## src/rtl/join_sync_ctrl.sv

```systemverilog
// I/Q join sequencer: merges the two sample streams beat-for-beat and realigns
// them on packet boundaries by draining the lagging stream when tlast markers disagree.
module join_sync_ctrl #(
   parameter int SR_CTRL = 130,
   parameter int WIDTH   = 32
) (
   input  logic             clk,
   input  logic             reset,
   input  logic             set_stb,
   input  logic [7:0]       set_addr,
   input  logic [31:0]      set_data,
   input  logic [WIDTH-1:0] i0_tdata,
   input  logic             i0_tlast,
   input  logic             i0_tvalid,
   output logic             i0_tready,
   input  logic [WIDTH-1:0] i1_tdata,
   input  logic             i1_tlast,
   input  logic             i1_tvalid,
   output logic             i1_tready,
   output logic [WIDTH-1:0] o_tdata,
   output logic             o_tlast,
   output logic             o_tvalid,
   input  logic             o_tready,
   output logic [31:0]      pkt_count,
   output logic [15:0]      mismatch_count,
   output logic [1:0]       state
);

   localparam int         HALF      = WIDTH / 2;
   localparam logic [7:0] CTRL_ADDR = 8'(SR_CTRL);

   typedef enum logic [1:0] {
      ST_IDLE   = 2'd0,
      ST_RUN    = 2'd1,
      ST_DRAIN0 = 2'd2,
      ST_DRAIN1 = 2'd3
   } state_t;

   state_t            r_state;
   logic              r_enable;
   logic [WIDTH-1:0]  r_o_tdata;
   logic              r_o_tlast;
   logic              r_o_tvalid;
   logic [31:0]       r_pkt_count;
   logic [15:0]       r_mismatch_count;

   logic w_ctrl_wr;
   logic w_clear;
   logic w_out_free;
   logic w_fire;
   logic w_pkt_inc;
   logic w_mis_inc;
   logic w_unused_bits;

   assign w_ctrl_wr  = set_stb & (set_addr == CTRL_ADDR);
   assign w_clear    = w_ctrl_wr & set_data[1];
   assign w_out_free = ~r_o_tvalid | o_tready;
   assign w_fire     = (r_state == ST_RUN) & i0_tvalid & i1_tvalid & w_out_free;
   // A packet ends on either tlast; disagreement between them is a resync event.
   assign w_pkt_inc  = w_fire & (i0_tlast | i1_tlast);
   assign w_mis_inc  = w_fire & (i0_tlast ^ i1_tlast);

   assign i0_tready  = w_fire | (r_state == ST_DRAIN0);
   assign i1_tready  = w_fire | (r_state == ST_DRAIN1);

   assign w_unused_bits = &{1'b0, set_data[31:2], i0_tdata[HALF-1:0], i1_tdata[HALF-1:0]};

   always_ff @(posedge clk or posedge reset) begin
      if (reset) begin
         r_enable <= 1'b0;
      end else if (w_ctrl_wr) begin
         r_enable <= set_data[0];
      end else begin
         r_enable <= r_enable;
      end
   end

   always_ff @(posedge clk or posedge reset) begin
      if (reset) begin
         r_state <= ST_IDLE;
      end else begin
         case (r_state)
            ST_IDLE: begin
               if (r_enable) r_state <= ST_RUN;
            end
            ST_RUN: begin
               if (w_fire) begin
                  if (i0_tlast & i1_tlast) begin
                     if (!r_enable) r_state <= ST_IDLE;
                  end else if (i0_tlast) begin
                     r_state <= ST_DRAIN1;
                  end else if (i1_tlast) begin
                     r_state <= ST_DRAIN0;
                  end
               end
            end
            ST_DRAIN0: begin
               if (i0_tvalid & i0_tlast) r_state <= r_enable ? ST_RUN : ST_IDLE;
            end
            ST_DRAIN1: begin
               if (i1_tvalid & i1_tlast) r_state <= r_enable ? ST_RUN : ST_IDLE;
            end
            default: r_state <= ST_IDLE;
         endcase
      end
   end

   always_ff @(posedge clk or posedge reset) begin
      if (reset) begin
         r_o_tdata  <= '0;
         r_o_tlast  <= 1'b0;
         r_o_tvalid <= 1'b0;
      end else if (w_fire) begin
         r_o_tdata  <= {i0_tdata[WIDTH-1 -: HALF], i1_tdata[WIDTH-1 -: HALF]};
         r_o_tlast  <= i0_tlast | i1_tlast;
         r_o_tvalid <= 1'b1;
      end else if (o_tready) begin
         r_o_tvalid <= 1'b0;
      end else begin
         r_o_tvalid <= r_o_tvalid;
      end
   end

   // A clear coinciding with an increment leaves the counter at 1.
   always_ff @(posedge clk or posedge reset) begin
      if (reset) begin
         r_pkt_count      <= 32'd0;
         r_mismatch_count <= 16'd0;
      end else begin
         if (w_clear)        r_pkt_count <= {31'd0, w_pkt_inc};
         else if (w_pkt_inc) r_pkt_count <= r_pkt_count + 32'd1;
         else                r_pkt_count <= r_pkt_count;

         if (w_clear)
            r_mismatch_count <= {15'd0, w_mis_inc};
         else if (w_mis_inc && (r_mismatch_count != 16'hFFFF))
            r_mismatch_count <= r_mismatch_count + 16'd1;
         else
            r_mismatch_count <= r_mismatch_count;
      end
   end

   assign o_tdata        = r_o_tdata;
   assign o_tlast        = r_o_tlast;
   assign o_tvalid       = r_o_tvalid;
   assign pkt_count      = r_pkt_count;
   assign mismatch_count = r_mismatch_count;
   assign state          = r_state;

endmodule
```

## config.mk

```make
export PLATFORM = sky130hd
export DESIGN_NAME = join_sync_ctrl
export DESIGN_NICKNAME = d
export VERILOG_FILES = /design/src/rtl/join_sync_ctrl.sv
export SDC_FILE = /design/constraint.sdc
export NUM_CORES = 1
export LEC_CHECK = 0
export BUFFER_PORTS_ARGS = -buffer_cell sky130_fd_sc_hd__clkbuf_2
export CELL_PAD_IN_SITES_DETAIL_PLACEMENT = 1
export CELL_PAD_IN_SITES_GLOBAL_PLACEMENT = 1
export CORE_ASPECT_RATIO = 0.8
export CORE_MARGIN = 10
export CORE_UTILIZATION = 30
export DETAILED_ROUTE_END_ITERATION = 16
export PLACE_DENSITY_LB_ADDON = 0.1
export SYNTH_ARGS = -nofsm -noshare
export SYNTH_HDL_FRONTEND = slang
export SYNTH_SLANG_ARGS = --single-unit
```

## constraint.sdc

```tcl
create_clock -name clk -period 2.1 [get_ports clk]
set_input_delay 0.105 -clock clk [delete_from_list [all_inputs] [get_ports clk]]
set_output_delay 0.105 -clock clk [all_outputs]
set_load 0.01 [all_outputs]
```

==> results of run 1 <==
-- routing by layer --
layer  routed length [microns]  vias to the layer above  global-route usage (%)
li1                          -                     1891                       -
met1                      6160                     1883                    18.3
met2                      6450                       90                    24.0
met3                       832                       15                    5.08
met4                       175                        0                    4.47
met5                         0                        -                       0
-- final cells by class --
cell class	instances	area, sq um
multi-input cells	342	1870
flip-flops and latches	85	2130
fillers	1600	7720
repair buffers	190	1200
inverters	8	33.8
clock inverters	6	86.3
clock buffers	10	239
well taps	180	225
-- cells by family after synthesis --
group                    Yosys count
XOR/XNOR                          37
AND/OR/NAND/NOR                  274
adder cells (fa/ha/maj)            5
AO/OA/AOI/OAI                     23
flip-flops                        85
buffers and inverters             27
multiplexers                       3
-- synthesized netlist by cell type (7+ instances only) --
library cell	instances
xor2_1	12
o21ai_0	7
and4_1	7
nor2_1	50
nand2_1	126
nand4_1	17
xnor2_1	25
inv_1	8
dfrtp_1	85
a21oi_1	10
nor4_1	15
nand3_1	20
nor3_1	8
clkbuf_1	11
-- worst register-to-register path, stage by stage, from the launching register on --
cell,delay [ns]
dfrtp_1,0.38
and4b_1,0.44
nand4_1,0.15
buf_4,0.19
nor4_1,0.45
nor2_1,0.10
a21o_1,0.16
-- cells in the final DEF (no fill, tap or decap), types with 5 or more instances in the layout --
cell / count
and2_1: 5
xor2_1: 12
clkbuf_2: 135
nand3_1: 20
nor2_1: 48
nor4_1: 15
nand4_1: 17
or3_1: 5
ha_1: 5
a21oi_1: 10
dfrtp_1: 85
and4_1: 7
dlygate4sd3_1: 34
xnor2_1: 25
nor3_1: 8
buf_4: 19
clkbuf_16: 9
and3_1: 5
o21ai_0: 7
inv_1: 7
nand2_1: 125
-- metrics by stage --
step	cells	setup WS, ns	util, %	total power, mW	instance area [sq um]
after detailed placement	771	0.142	37.8	3.80	5110
after floorplan	454	0.212	-	3.05	4110
final	821	0.125	42.8	5.53	5780
after CTS	821	0.0469	42.8	5.65	5780
after global routing	821	0.00327	42.8	5.94	5780
after global placement	771	0.197	37.8	3.74	5110
-- sequential cells by signal (all words and copies together), names as in the netlist --
| name | count |
|---|---|
| state | 2 |
| o_tlast | 1 |
| r_enable | 1 |
| pkt_count | 32 |
| mismatch_count | 16 |
| o_tdata | 32 |
| o_tvalid | 1 |
-- what timing repair did --
action | CTS | global route
setup buffers | 0 | 0
resized for setup | 0 | 2
endpoints found under the setup margin | 0 | 2
endpoints found under the hold margin | 118 | 0
hold buffers | 34 | 0
-- power breakdown --
part / switching [mW] / total, mW / leakage, nW / internal (mW)
Combinational: 0.865 / 1.49 / 1.65 / 0.629
Clock: 0.670 / 1.74 / 0.158 / 1.07
Sequential: 0.262 / 2.29 / 1.13 / 2.03
Total: 1.80 / 5.53 / 2.94 / 3.73
-- final timing paths --
kind	from	end	slack, ns	cells after the start
setup / recovery	state[1]	pkt_count[21]	0.12	6
hold / removal	i0_tvalid	state[1]	0.13	4
setup reg to reg	state[1]	pkt_count[21]	0.12	6
hold reg to reg	o_tdata[8]	o_tdata[8]	0.48	2
max in group asynchronous	reset	mismatch_count[4]	1.34	4
min in group asynchronous	reset	pkt_count[16]	0.39	4
==> impl_results.md, run 1 <==
- Outcome: complete, no violations
- Async SR Flop Fraction: 100%
- Max Slew Vio Count: 0
- Port Buffers: 135
- Htree depth: 3
- Clk Latency, worst-skew pair: 0.35 ns
- Drt first-iter violations: 161
- Cell Area, Synth: 4110 sq um
- Tmin final: 1.98 ns
- Crit Path Class: flip-flop to flip-flop
- CTS buffer count: 9
- Total gr overflow: 0
- Final hold violation count: 0
- Final #Nets: 753
- YS warnings: 0
- Routed Antenna Nets: 0
- Ranking of synthesized cells by area: dfrtp_1 52%, nand2_1 12%, xnor2_1 5.3%, nor2_1 4.6%, nand4_1 2.6%
- Max cap viols: 0
- Crit path DAT: roughly 2.2 ns
- Fmax: 506 MHz
- Final setup viols: 0
- DR DRC count: 0
- Mean Syn Cell Area: 9.05 sq um
- Tcrit/Tclk final: 94.1%
- Pre-antenna DRT Iters: 4
- EDFF count, synth: 0
- Worst setup EP type: flip-flop
- Pwr dens: 956 nW/um^2
- Initial antenna violation count: 0
- Area delta synth->final: 40.7%
- Slew HR: a little over two thirds
- First-pass GRT wire length: between 20,000 and 25,000 microns
- CTS tree: yes
- Antenna cells: 0
- Synth top area share: 51.8%
- Largest net degree at the start of global routing: 56
- Ys flop type: dfrtp_1
- Delay of the slowest cell on the worst path: 0.45 ns
- Worst-margin pin slew: about 0.45 ns
- RSZ-0062 raised after global routing: false
- Worst Hold Margin: about 0.13 ns
- Syn_nets: 571
- VDD IR max: between 0.5 and 0.6 mV
- Root Buffer: clkbuf_16
- Cells after synthesis: 454
- Xor/xnor share of the synthesized area: 7.89%
- DR WL/cell: 16.6 microns
- CTS clock-pin slew for the worst setup and hold paths: around 0.060 ns
- FP Rows: 38
- DP HPWL: 9980 microns
- CP startpoint kind: flip-flop
- Die Y: around 120 microns
- Area share of fa/ha/maj cells after synthesis: 1.52%
- Worst min path class: input port to flip-flop
- CTS Sinks: 85
- DIE AREA: 18,800 sq um
- Sequential area share after synthesis: 51.8%
- Worst EP required: 2.34 ns
- Share of cells above drive strength 1: 29.0%
- Clk_skew: 0.00861 ns
- Simple logic cell fraction of the synthesized area: a little under a third
- Unique cell type count in the Yosys netlist: 42
- Post-synthesis compound-gate area fraction: 3.17%
- Setup TNS: 0 ns
- Global-route usage over all layers: 14.9%
- Largest family of logic cells by synthesized area: simple AND/OR/NAND/NOR gates
- Family with the most delay on the worst path: simple AND/OR/NAND/NOR gates
- Starting density of the core: 30.4%
- I/O Pins: 198
- Yosys reg bits: 85
- Multiplexer area fraction after synthesis: less than 1%
- Avg Vias per Cell: 4.72
- Crit-path slowest cell: nor4_1
- Reported leakage power: 2.94 nW
- Bufs and invs on worst path: 1
- CP Max Fanout: 6
- Top cell type by total area after synthesis: dfrtp_1
- Die W: ~150 microns
- CTS Buffer Depth: 2
- Vias in the first global route: 4,234
- Worst path cell trace: and4b_1 > nand4_1 > buf_4 > nor4_1 > nor2_1 > a21o_1
- Drt total wl: 13,600 microns
- Via count: slightly below 4,000
- Global placement routability congestion: approximately 0.82
- Core Box Area: 13,500 sq um
Note: power is estimated with default switching activity, not from simulation.
==> run 2: changes to the inputs <==
- RECOVER_POWER: default -> 50
==> run 2 against run 1 <==
Register-to-register slack hardly changed; combinational power decreased by 5%; flip-flop and latch count did not move; non-clock buffer count is the same; first-iteration DRC count increased by 1.2%; die area stayed put; final cell count stayed put; core utilization shrank 0.52 points; count of clock-buffer cells in the layout unchanged; wire length increased by 0.29%; highest routed layer unchanged.
==> impl_results.md, run 2 (synthesized netlist as in run 1, its figures left out) <==
- DP HPWL: 9980 microns
- Worst min path class: input port to flip-flop
- Final #Nets: 753
- Share of cells above drive strength 1: between 20% and 30%
- CP Max Fanout: 6
- Setup bufs post-CTS: 0
- Initial antenna violation count: 0
- CTS buffer count: 9
- CTS Sinks: 85
- Reported leakage power: ~2.8 nW
- Routed Antenna Nets: 0
- Worst setup EP type: flip-flop
- Root Buffer: clkbuf_16
- Starting density of the core: 30.4%
- Power, Total: 5.44 mW
- DR WL/cell: 16.6 microns
- CTS Buffer Depth: 2
- Commonest non-fill, non-tap cells in the layout: 125 x nand2_1, 95 x clkbuf_2, 85 x dfrtp_1, 48 x nor2_1, 42 x clkbuf_1
- Worst path cell trace: and4b_1 > nand4_1 > buf_4 > nor4_1 > nor2_1 > a21o_1
- Total gr overflow: 0
- Final Cell Area: 5710 sq um
- Global-route usage over all layers: roughly 15%
- CTS tree: yes
- I/O Pins: 198
- Worst EP required: 2.34 ns
- Die Y: around 120 microns
- Final setup viols: 0
- DR DRC count: 0
- FF-to-FF path depth: 6
- Worst Hold Depth: 4
- Clk Latency, worst-skew pair: about 0.35 ns
- FP Rows: 38
- Tmin final: approximately 2.0 ns
- CTS clock-pin slew for the worst setup and hold paths: 0.06 ns
- Pwr dens: 953 nW/um^2
- Avg Vias per Cell: roughly 4.7
- Delay of the slowest cell on the worst path: around 0.45 ns
- Slew HR: 6.57%
- Max cap viols: 0
- Via count: 3,882
- R2r startpoint: state[1]
- Hold Path End: state[1]
- Crit Path Class: flip-flop to flip-flop
- Area delta synth->final: 39.0%
- Clk_skew: between 0.008 and 0.009 ns
- Worst Hold Margin: 0.133 ns
- Antenna cells: 0
- Global placement routability congestion: just over 0.8
- Pre-antenna DRT Iters: 4
- Tcrit/Tclk final: 94.0%
- Crit path DAT: roughly 2.2 ns
- R2r endpoint: pkt_count[21]
- Drt first-iter violations: 163
- Core Box Area: ~14,000 sq um
- Drt total wl: 13,700 microns
- Setup TNS: 0 ns
- Hold_sp: i0_tvalid
- Port Buffers: 135
- DIE AREA: between 15,000 and 20,000 sq um
- Die W: 151 microns
- Outcome: complete, no violations
- Crit-path slowest cell: nor4_1
- R2r setup slk: 0.13 ns
- CP startpoint kind: flip-flop
- Vias in the first global route: 4,234
- Placed cell area: roughly 5100 sq um
- Htree depth: 3
- Commonest non-fill, non-tap cell in the layout: nand2_1
- VDD IR max: 0.519 mV
- Final core occ: between 40% and 50%
- Max Slew Vio Count: 0
- Final hold violation count: 0
- Largest net degree at the start of global routing: 56
- Fmax: 506 MHz
- RSZ-0062 raised after global routing: false
- Worst-margin pin slew: 1.40 ns
- First-pass GRT wire length: 22,500 microns
-- run 2: cell count changes in the layout (fill, tap and decap cells not counted), sizes merged --
cell,delta
buf,-2
clkbuf,+2
-- run 2: what timing repair did --
item / in CTS / in global routing
hold buffers: 34 / 0
setup endpoints to repair: 0 / 2
endpoints found under the hold margin: 118 / 0
gates resized for setup: 0 / 2
-- run 2: area by class of cell --
| type | count | area (sq um) |
|---|---|---|
| fillers | 1608 | 7790 |
| flip-flops and latches | 85 | 2130 |
| clock buffers | 10 | 239 |
| repair buffers | 190 | 1130 |
| inverters | 8 | 33.8 |
| multi-input cells | 342 | 1870 |
| clock inverters | 6 | 86.3 |
| well taps | 180 | 225 |
-- run 2: power breakdown --
part           switching (mW)  leakage (nW)  internal [mW]
logic                   0.868          1.51          0.543
clock network           0.670         0.158           1.07
registers               0.259          1.13           2.03
-- run 2: worst max path at each step --
stage | end | slack [ns] | cells past startpoint | startpoint
floorplan | mismatch_count[0] | 0.21 | 7 | mismatch_count[0]
global placement | pkt_count[21] | 0.20 | 5 | pkt_count[3]
detailed placement | mismatch_count[4] | 0.14 | 5 | state[1]
CTS | i0_tready | 0.05 | 4 | state[1]
global route | pkt_count[21] | 0.003 | 5 | pkt_count[3]
finish | pkt_count[21] | 0.13 | 6 | state[1]
-- run 2: worst max-delay path, delay by kind of cell (launching register included) --
kind	cells	cell delay (ns)
flops	1	0.38
buf+inv	1	0.19
compound gates	1	0.16
simple gates	4	1.14
-- run 2: stage by stage --
step                      std cells  worst slack (ns)
after global placement          771             0.197
after CTS                       821            0.0469
after detailed placement        771             0.142
after floorplan                 454             0.212
final                           821             0.125
after global routing            821           0.00327
-- run 2: routing by layer --
| metal | share of wire [%] | vias to the layer above | global-route usage, % |
|---|---|---|---|
| met4 | 1.3 | 0 | 4.47 |
| met2 | 47 | 90 | 24.0 |
| met1 | 45 | 1884 | 18.3 |
| met5 | 0 | - | 0 |
| met3 | 6.0 | 15 | 5.08 |
| li1 | - | 1893 | - |
==> run 3: changes to the inputs <==
- ABC_AREA: default -> 1
==> run 3 against run 2 <==
Sequential power rose by 4%; register-to-register slack improved by 0.15 ns; final cell count rose by 29%; fmax rose by 2.4%; area after synthesis rose by 14%; via count rose by 30%; count of clock-buffer cells in the layout fell by 1.
==> impl_results.md, run 3 <==
- Outcome: complete, no violations
- Share of cells above drive strength 1: between 10% and 20%
- Crit-path slowest cell: dfrtp_1
- Clk_skew: 0.00728 ns
- Reported leakage power: 3.20 nW
- EDFF count, synth: 0
- Antenna cells: 0
- Worst min path class: input port to flip-flop
- Crit path DAT: approximately 1.8 ns
- Worst EP required: 2.00 ns
- I/O Pins: 198
- Ys flop type: dfrtp_1
- Avg Vias per Cell: roughly 4.8
- DR DRC count: 0
- Placed cell area: 5650 sq um
- Tcrit/Tclk final: 91.8%
- YS warnings: 0
- Final Cell Area: 6220 sq um
- Top-count cell post-synth: nand2_1
- Area occupied by multi-input gates: 2270 sq um
- DIE AREA: approximately 21,000 sq um
- Pre-antenna DRT Iters: 4
- Crit Path Class: flip-flop to output port
- Final setup viols: 0
- Place WS: 0.265 ns
- Port Buffers: 135
- Clock power frac: between 20% and 30%
- Pwr dens: 931 nW/um^2
- Layout fillers: ~2,000
- Cells after synthesis: around 670
- CP Max Fanout: 37
- Logic gate share of total power: approximately 30%
- Starting density of the core: 31.0%
- FF+latch area: 2130 sq um
- Slew HR: 49.1%
- Critical Path Most Common Cell: nand2_2
- Cell Area, Synth: 4700 sq um
- Ranking of synthesized cells by area: dfrtp_1 45%, nand2_1 21%, nor2_1 7.3%, nand3_1 5.5%, inv_1 4.2%
- Total gr overflow: 0
- CP startpoint kind: flip-flop
- Drt first-iter violations: 160
- Final core occ: 41.0%
- Sw frac: 37.6%
- Commonest non-fill, non-tap cell in the layout: nand2_1
- Yosys reg bits: 85
- First-pass GRT wire length: ~28,000 microns
- Mean Syn Cell Area: 7.04 sq um
- Clk Latency, worst-skew pair: 0.35 ns
- Global placement routability congestion: 0.823
- Die W: 160 microns
- Top cell type by total area after synthesis: dfrtp_1
- Htree depth: 3
- Fmax: 519 MHz
- Max Slew Vio Count: 0
- Worst setup EP type: output port
- Sequential area share after synthesis: 45.3%
- Cells after DPL: 1,007
- Int Pwr: 3.62 mW
- FP Rows: 40
- Global-route usage over all layers: between 15 and 20%
- CTS tree: yes
- Setup TNS: 0 ns
- Routed Antenna Nets: 0
- Worst path cell trace: inv_1 > nand2_2 > nor2_4 > nand2_2 > buf_4 > o21ai_0 > clkbuf_2
- CTS buffer count: 9
- Via count: between 5,000 and 6,000
- VDD IR max: 0.509 mV
- PnR worst setup slack: 0.171 ns
- Reg power frac: 41.0%
- Syn_nets: 784
- Psw: 2.18 mW
- Final hold violation count: 0
- Root Buffer: clkbuf_16
- Most instantiated cells after synthesis: 268 x nand2_1, 91 x nor2_1, 85 x dfrtp_1
- Setup bufs post-CTS: 0
- R2r setup slk: 0.28 ns
- Drt total wl: 16,900 microns
- Async SR Flop Fraction: 100%
- Tmin final: 1.93 ns
- Delay of the slowest cell on the worst path: roughly 0.41 ns
- Final #Nets: 958
- Core Box Area: between 15,000 and 20,000 sq um
- CTS Sinks: 85
- Commonest non-fill, non-tap cells in the layout: 268 x nand2_1, 94 x clkbuf_2, 90 x nor2_1, 85 x dfrtp_1
- CTS Buffer Depth: 2
- Largest net degree at the start of global routing: 54
- DR WL/cell: approximately 16 microns
- Die Y: 132 microns
- Area delta synth->final: 32.4%
- Unique cell type count in the Yosys netlist: 29
- CTS clock-pin slew for the worst setup and hold paths: 0.07 ns
- Max cap viols: 0
- Vias in the first global route: ~5,400
- Worst-margin pin slew: 0.764 ns
- DP HPWL: 12,700 microns
- Initial antenna violation count: 0
- Post-route insts no fill: 1,056
- RSZ-0062 raised after global routing: false
- Synth top area share: 45.3%
[run 3: cell count changes in the layout (fill, tap and decap cells not counted), sizes merged, moves of 4 or more]
cell   previous run  this run
nor4             17         0
nand2           126       273
buf              19        11
nor3              9        13
nand4            18        25
nand3            21        52
and4              7         0
or3               5         0
nor2             50        93
inv               7        56
xnor2            25         0
and3              5         0
[run 3: cells by family after synthesis]
family,count (synthesis),share of synthesized area [%]
flip-flops,85,45.3
AND/OR/NAND/NOR,467,41.9
XOR/XNOR,11,2.05
adder cells (fa/ha/maj),5,1.33
AO/OA/AOI/OAI,26,2.98
buffers and inverters,73,6.50
[run 3: cell type report]
type                       instances  area share (%)
timing repair buffer             181            16.9
sequential                        85            34.2
inverter                          55            3.36
clock inverter                     7            1.31
tap                              210            4.22
multi-input combinational        509            36.5
clock buffer                       9            3.62
[run 3: what timing repair did]
action | CTS | global route
endpoints found under the hold margin | 41 | 0
gates resized for setup | 0 | 1
hold buffers | 33 | 0
endpoints found under the setup margin | 0 | 2
[run 3: routing by layer]
metal	global-route usage, %	vias to the layer above	share of wire [%]
met5	0	-	0
met4	3.72	0	1.3
met3	5.84	16	6.4
met2	26.8	106	48
met1	19.7	2457	45
li1	-	2453	-
[run 3: final timing paths]
path                                         from           endpoint  cells after the start
min in group asynchronous                   reset  mismatch_count[7]                      3
worst max-delay path                     state[1]          i1_tready                      7
max in group asynchronous                   reset      pkt_count[11]                      4
worst max register to register  mismatch_count[1]  mismatch_count[6]                      9
worst min-delay path                  set_data[0]           r_enable                      3
worst min register to register            o_tlast            o_tlast                      2
[run 3: critical path, delay by kind of cell (launching register included)]
family	cells	cell delay (ns)
AOI/OAI and AO/OA	1	0.15
buffers and inverters	3	0.63
DFF	1	0.41
and+or+nand+nor	3	0.25
[run 3: power by group through the flow]
stage	Combinational [mW]	Clock [mW]	Sequential, mW
2_1_floorplan	0.776	0	2.55
3_3_place_gp	1.74	0	2.38
3_5_place_dp	1.81	0	2.39
4_1_cts	1.86	1.74	2.37
5_1_grt	1.99	1.81	2.43
6_report	1.74	1.68	2.38
[run 3: stage by stage]
stage	hold slack, ns	total power [mW]
after global placement	0.0813	4.12
after CTS	0.00686	5.98
after detailed placement	0.0786	4.20
after floorplan	0.215	3.33
final	0.0121	5.80
after global routing	0.0308	6.23
